--- config.mk ---
export PLATFORM = sky130hd
export DESIGN_NAME = score_combo_keeper_flat
export DESIGN_NICKNAME = d
export VERILOG_FILES = /design/src/rtl/score_combo_if.sv /design/src/rtl/score_combo_keeper.sv /design/src/flat_wrapper.sv
export SDC_FILE = /design/constraint.sdc
export NUM_CORES = 1
export LEC_CHECK = 0
export ABC_AREA = 0
export BUFFER_PORTS_ARGS = -buffer_cell sky130_fd_sc_hd__buf_2
export CAP_MARGIN = 20
export CORE_MARGIN = 5
export CORE_UTILIZATION = 28
export CTS_CLUSTER_SIZE = 8
export DETAILED_ROUTE_END_ITERATION = 7
export GPL_ROUTABILITY_DRIVEN = 1
export MAX_ROUTING_LAYER = met4
export PLACE_DENSITY = 0.46
export SYNTH_ARGS = -nofsm -noshare
export SYNTH_HDL_FRONTEND = slang
export SYNTH_SLANG_ARGS = --single-unit
--- constraint.sdc ---
create_clock -name system_clk -period 4.7 [get_ports system_clk]
set_clock_uncertainty 0.15 [all_clocks]
set_input_delay 1.41 -clock system_clk [delete_from_list [all_inputs] [get_ports system_clk]]
set_output_delay 1.41 -clock system_clk [all_outputs]
set_load 0.02 [all_outputs]
--- src/rtl/score_combo_if.sv ---
// Player-input / score-output bundle between the hit judge, the score keeper and the HUD.
interface score_combo_if;
  logic        run;
  logic        is_triggered;
  logic [1:0]  triggered_state;
  logic        note_missed;
  logic [15:0] score;
  logic [7:0]  combo;
  logic [7:0]  max_combo;
  logic [3:0]  life;
  logic        game_over;
  logic        judge_valid;
  logic [1:0]  last_judge;

  modport master (
    output run, is_triggered, triggered_state, note_missed,
    input  score, combo, max_combo, life, game_over, judge_valid, last_judge
  );
  modport slave (
    input  run, is_triggered, triggered_state, note_missed,
    output score, combo, max_combo, life, game_over, judge_valid, last_judge
  );
endinterface

--- src/rtl/score_combo_keeper.sv ---
// Rhythm-game score/combo/life keeper with an IDLE/PLAY/OVER state machine.
// Define SCORE_COMBO_BONUS_EN to double hit points once the combo reaches BONUS_TH.
module score_combo_keeper #(
  parameter int SCORE_GREAT  = 10,
  parameter int SCORE_NICE   = 5,
  parameter int SCORE_NORMAL = 2,
  parameter int LIFE_INIT    = 8,
  parameter int BONUS_TH     = 10
) (
  input  logic          system_clk,
  input  logic          rst,
  score_combo_if.slave  bus
);

  typedef enum logic [1:0] {IDLE, PLAY, OVER} state_t;

  localparam logic [15:0] PTS_GREAT  = 16'(SCORE_GREAT);
  localparam logic [15:0] PTS_NICE   = 16'(SCORE_NICE);
  localparam logic [15:0] PTS_NORMAL = 16'(SCORE_NORMAL);
  localparam logic [3:0]  LIFE_MAX   = 4'(LIFE_INIT);
  localparam logic [7:0]  BONUS_THL  = 8'(BONUS_TH);
`ifdef SCORE_COMBO_BONUS_EN
  localparam logic        BONUS_EN   = 1'b1;
`else
  localparam logic        BONUS_EN   = 1'b0;
`endif

  state_t      state_q, state_d;
  logic [15:0] score_q, score_d;
  logic [7:0]  combo_q, combo_d;
  logic [7:0]  max_combo_q, max_combo_d;
  logic [3:0]  life_q, life_d;
  logic        game_over_q, game_over_d;
  logic        judge_valid_q, judge_valid_d;
  logic [1:0]  last_judge_q, last_judge_d;
  logic        trig_prev_q, trig_prev_d;

  logic        hit, miss;
  logic [7:0]  combo_m;
  logic [3:0]  life_m;
  logic [15:0] pts, pts_eff;
  logic [16:0] score_sum;

  always_comb begin
    state_d       = state_q;
    score_d       = score_q;
    combo_d       = combo_q;
    max_combo_d   = max_combo_q;
    life_d        = life_q;
    last_judge_d  = last_judge_q;
    trig_prev_d   = bus.is_triggered;

    hit  = (state_q == PLAY) && bus.run && bus.is_triggered && !trig_prev_q;
    miss = (state_q == PLAY) && bus.run && bus.note_missed;

    // A coincident miss lands first; the hit then builds on the post-miss values.
    combo_m = miss ? 8'd0 : combo_q;
    life_m  = (miss && life_q != 4'd0) ? life_q - 4'd1 : life_q;

    case (bus.triggered_state)
      2'b11:   pts = PTS_GREAT;
      2'b10:   pts = PTS_NICE;
      2'b01:   pts = PTS_NORMAL;
      default: pts = 16'd0;
    endcase
    pts_eff   = (BONUS_EN && combo_m >= BONUS_THL) ? {pts[14:0], 1'b0} : pts;
    score_sum = {1'b0, score_q} + {1'b0, pts_eff};

    if (miss) begin
      combo_d      = combo_m;
      life_d       = life_m;
      last_judge_d = 2'b00;
    end
    if (hit) begin
      last_judge_d = bus.triggered_state;
      if (bus.triggered_state == 2'b00) begin
        combo_d = 8'd0;
        life_d  = (life_m != 4'd0) ? life_m - 4'd1 : life_m;
      end else begin
        combo_d = (combo_m == 8'hFF) ? combo_m : combo_m + 8'd1;
        score_d = score_sum[16] ? 16'hFFFF : score_sum[15:0];
        if (bus.triggered_state == 2'b11 && life_m < LIFE_MAX)
          life_d = life_m + 4'd1;
        else
          life_d = life_m;
      end
    end
    if (combo_d > max_combo_q) max_combo_d = combo_d;

    judge_valid_d = hit | miss;

    case (state_q)
      IDLE:    if (bus.run) state_d = PLAY;
      PLAY:    if (!bus.run) state_d = IDLE;
               else if (life_d == 4'd0) state_d = OVER;
      default: state_d = OVER;
    endcase
    game_over_d = (state_d == OVER);
  end

  always_ff @(posedge system_clk) begin
    if (rst) begin
      state_q       <= IDLE;
      score_q       <= 16'd0;
      combo_q       <= 8'd0;
      max_combo_q   <= 8'd0;
      life_q        <= LIFE_MAX;
      game_over_q   <= 1'b0;
      judge_valid_q <= 1'b0;
      last_judge_q  <= 2'b01;
      trig_prev_q   <= 1'b1;
    end else begin
      state_q       <= state_d;
      score_q       <= score_d;
      combo_q       <= combo_d;
      max_combo_q   <= max_combo_d;
      life_q        <= life_d;
      game_over_q   <= game_over_d;
      judge_valid_q <= judge_valid_d;
      last_judge_q  <= last_judge_d;
      trig_prev_q   <= trig_prev_d;
    end
  end

  assign bus.score       = score_q;
  assign bus.combo       = combo_q;
  assign bus.max_combo   = max_combo_q;
  assign bus.life        = life_q;
  assign bus.game_over   = game_over_q;
  assign bus.judge_valid = judge_valid_q;
  assign bus.last_judge  = last_judge_q;

endmodule

--- src/flat_wrapper.sv ---
// flat-port wrapper written by rule: the top's interface ports become plain ports
module score_combo_keeper_flat 
#(
  parameter int SCORE_GREAT  = 10,
  parameter int SCORE_NICE   = 5,
  parameter int SCORE_NORMAL = 2,
  parameter int LIFE_INIT    = 8,
  parameter int BONUS_TH     = 10
)
  (system_clk, rst, bus_run, bus_is_triggered, bus_triggered_state, bus_note_missed, bus_score, bus_combo, bus_max_combo, bus_life, bus_game_over, bus_judge_valid, bus_last_judge);
  score_combo_if bus_i ();
  input  logic system_clk;
  input  logic rst;
  input wire logic [$bits(bus_i.run)-1:0] bus_run;
  input wire logic [$bits(bus_i.is_triggered)-1:0] bus_is_triggered;
  input wire logic [$bits(bus_i.triggered_state)-1:0] bus_triggered_state;
  input wire logic [$bits(bus_i.note_missed)-1:0] bus_note_missed;
  output wire logic [$bits(bus_i.score)-1:0] bus_score;
  output wire logic [$bits(bus_i.combo)-1:0] bus_combo;
  output wire logic [$bits(bus_i.max_combo)-1:0] bus_max_combo;
  output wire logic [$bits(bus_i.life)-1:0] bus_life;
  output wire logic [$bits(bus_i.game_over)-1:0] bus_game_over;
  output wire logic [$bits(bus_i.judge_valid)-1:0] bus_judge_valid;
  output wire logic [$bits(bus_i.last_judge)-1:0] bus_last_judge;
  assign bus_i.run = bus_run;
  assign bus_i.is_triggered = bus_is_triggered;
  assign bus_i.triggered_state = bus_triggered_state;
  assign bus_i.note_missed = bus_note_missed;
  assign bus_score = bus_i.score;
  assign bus_combo = bus_i.combo;
  assign bus_max_combo = bus_i.max_combo;
  assign bus_life = bus_i.life;
  assign bus_game_over = bus_i.game_over;
  assign bus_judge_valid = bus_i.judge_valid;
  assign bus_last_judge = bus_i.last_judge;
  score_combo_keeper #(.SCORE_GREAT(SCORE_GREAT), .SCORE_NICE(SCORE_NICE), .SCORE_NORMAL(SCORE_NORMAL), .LIFE_INIT(LIFE_INIT), .BONUS_TH(BONUS_TH)) u_core (.system_clk(system_clk), .rst(rst), .bus(bus_i));
endmodule
==> key figures <==
Outcome
  • Status: finished clean

Placement
  • GPL Wtd Cong: 0.787
  • IO buf count: 46
  • Final HPWL DP: 5460 µm
  • DP Worst Slack: -0.0277 ns

Floorplanning
  • Die Footprint: 11600 µm²
  • Height of the die: 108 µm
  • Site Rows: 35
  • Core ar.: 9280 µm²
  • IO Pins: 47
  • DIE WIDTH: 108 µm
  • Initial Utilization: 28.9%

Pwr
  • Total power draw: 0.865 mW
  • Leakage: 1.37 nW
  • Maximum vdd drop: 0.0000943 V
  • Power Dens Cells: 266 nW/µm²

Setup path
  • Type of destination of the critical path: flip-flop
  • WP data required: 4.78 ns
  • Reg2reg end: u_core.bus.max_combo[4]
  • FF-to-FF setup slack: 1.23 ns
  • Cell breakdown of the critical path: buf_2 > nand4b_4 > and2_1 > ha_1 > nand4_1 > nor4_4 > a22oi_1 > o21ai_1 > ha_1 > nor2b_1 > o21a_1 > o21a_1 > o21ai_0 > and3b_2 > o21ai_0 > a21oi_1
  • Reg2reg path depth: 15
  • WS Path Type: in -> reg
  • Worst path slowest cell: ha_1
  • Critical path peak fanout: 7
  • CP arrival: 4.36 ns
  • CP max stage delay: 0.31 ns
  • Setup crit start kind: primary input
  • Critical R2R Launch: u_core.state_q[1]

Synthesis
  • Post-synth EDFFs: 0
  • Post-synth top area share: 32.1%
  • Cells after Synth: 319
  • Cell variety after synth: 66
  • Ys flop type: dfxtp_1
  • Post-synth ARST share: 0%
  • Flops & latches, synth: 43
  • Syn avg cell area: 8.41 µm²
  • Area contributors post-synth: dfxtp_1 (32%), ha_1 (7.5%), a21oi_1 (5.6%)
  • Post-Synthesis Net Count: 343
  • Yosys warnings: 0
  • Post-synth top area cell: dfxtp_1
  • Mapped Area: 2680 µm²
  • Register area share after synthesis: 32.1%

Cells and area
  • Layout cells sized above 1: 23.8%
  • Area of the multi-input gates: 1690 µm²
  • Fin nets: 402
  • FILL cells: 1002
  • Register Area: 861 µm²
  • Most frequent cells in the layout: buf_2 (46), dfxtp_1 (43), a21oi_1 (30)
  • Commonest non-fill, non-tap cell in the layout: buf_2
  • Syn-to-layout area delta: 21.4%
  • Diodes inserted: 0

Min path
  • Endpoint, Worst Hold: u_core.bus.last_judge[1]
  • Hold_sp: u_core.bus.last_judge[1]
  • Worst hold path type: reg -> reg
  • Hold path cells: 2

STA
  • FMAX: 0.233 GHz
  • Fin. Hold Viols: 0
  • Setup violators final: 0
  • Setup_tns: 0 ns
  • Final Max Slew Viols: 0
  • Final period util: 91.2%
  • Hold_ws: 0.334 ns
  • Least-Margin Pin Slew: 0.821 ns
  • Rel. slew slack: 45.2%
  • Setup ws final: 0.414 ns
  • Final worst path period need: 4.29 ns
  • RSZ-0062 raised after global routing: no

Clock network
  • # clock sinks: 43
  • Clock buffer count from CTS: 5
  • Clk slew on worst S/H paths: 0.09 ns
  • Root buffer cell: clkbuf_8
  • CTS tree: built
  • Clock Path Buffers: 2
  • Htree depth: 2
  • Clk Latency, worst-skew pair: 0.30 ns
  • Hold-fix buffers, CTS: 0

Detailed routing
  • Via density: 4.93
  • Via count: 2502
  • DR WL/cell: 14.2 µm
  • DRT Pass-1 Iters: 4
  • # DRC: 0
  • Final WL: 7210 µm
  • Final ANT Viol Nets: 0
  • Starting DRT DRC Count: 121

Global route
  • Initial antenna violation count: 0
  • Pin count of the biggest net entering global routing: 44
  • Vias in the first global route: 2551
  • Total GRT Usage: 13.2%
  • First-pass GRT wire length: 12100 µm
  • Grt ovf: 0

Job
  • Total of max-cap violations: 0
## critical path, delay by kind of cell
kind | cells | cell delay, ns
AO/OA/AOI/OAI | 7 | 1.19
adder cells (fa/ha/maj) | 2 | 0.48
buffers and inverters | 1 | 0.14
AND/OR/NAND/NOR | 6 | 1.14
## synthesized netlist by cell type (6+ instances only)
cell type,instances
xnor2_1,11
nand2_1,20
nor2b_1,8
nor3_1,14
ha_1,16
nor2_1,19
a21oi_1,30
nand4_1,6
clkbuf_1,6
inv_1,23
nand3_1,19
o21ai_0,16
dfxtp_1,43
## repair_timing
item / 4_1_cts / 5_1_grt
setup buffers: 0 / 1
gates resized for setup: 0 / 1
endpoints found under the setup margin: 0 / 8
## area by class of cell
type	instances	area share, %
multi-input combinational	242	51.8
sequential	43	26.4
timing repair buffer	63	11.0
tap	129	4.95
inverter	23	2.65
clock buffer	6	2.23
clock inverter	1	0.922
## flip-flops by register name (all words and copies together) (netlist names)
register                count
u_core.state_q              2
u_core.bus.max_combo        8
u_core.bus.last_judge       2
u_core.bus.judge_valid      1
u_core.bus.life             4
u_core.bus.score           16
u_core.trig_prev_q          1
u_core.bus.game_over        1
u_core.bus.combo            8
## how the worst max path moves through the flow
stage / from / endpoint / slack, ns / cells past startpoint
2_1_floorplan: bus_note_missed / u_core.bus.max_combo[0] / 0.01 / 15
3_3_place_gp: bus_run / u_core.bus.max_combo[0] / 0.04 / 16
3_5_place_dp: bus_run / u_core.bus.max_combo[0] / -0.03 / 16
4_1_cts: bus_run / u_core.bus.max_combo[0] / 0.29 / 16
5_1_grt: bus_run / u_core.bus.max_combo[2] / 0.04 / 17
6_report: bus_run / u_core.bus.max_combo[4] / 0.41 / 16
## kinds of logic after synthesis
family,after synthesis,synth area share [%]
buffers and inverters,34,5.36
flip-flops,43,32.1
XOR/XNOR,16,5.50
adder cells (fa/ha/maj),17,8.21
AO/OA/AOI/OAI,80,18.7
multiplexers,1,0.373
AND/OR/NAND/NOR,128,29.8
## stage by stage
step	utilization (%)	cells	cell area (µm²)
2_1_floorplan	-	319	2690
3_3_place_gp	33.9	499	3150
3_5_place_dp	33.9	499	3150
4_1_cts	35.0	506	3250
5_1_grt	35.1	507	3260
6_report	35.1	507	3260
## metal layers
layer  wire, µm  up-vias  share of wire (%)  track usage (%)
li1           -     1267                  -                -
met1       3460     1187                 48             16.1
met2       3400       39                 47             22.4
met3        241        9                3.3             2.28
met4         99        0                1.4             3.88
met5          0        -                  0                -
## power breakdown
| part | internal [mW] | switching [mW] |
|---|---|---|
| combinational | 0.0738 | 0.114 |
| clock | 0.156 | 0.135 |
| sequential | 0.375 | 0.0116 |
No activity file was read; power rests on OpenSTA's default activity.
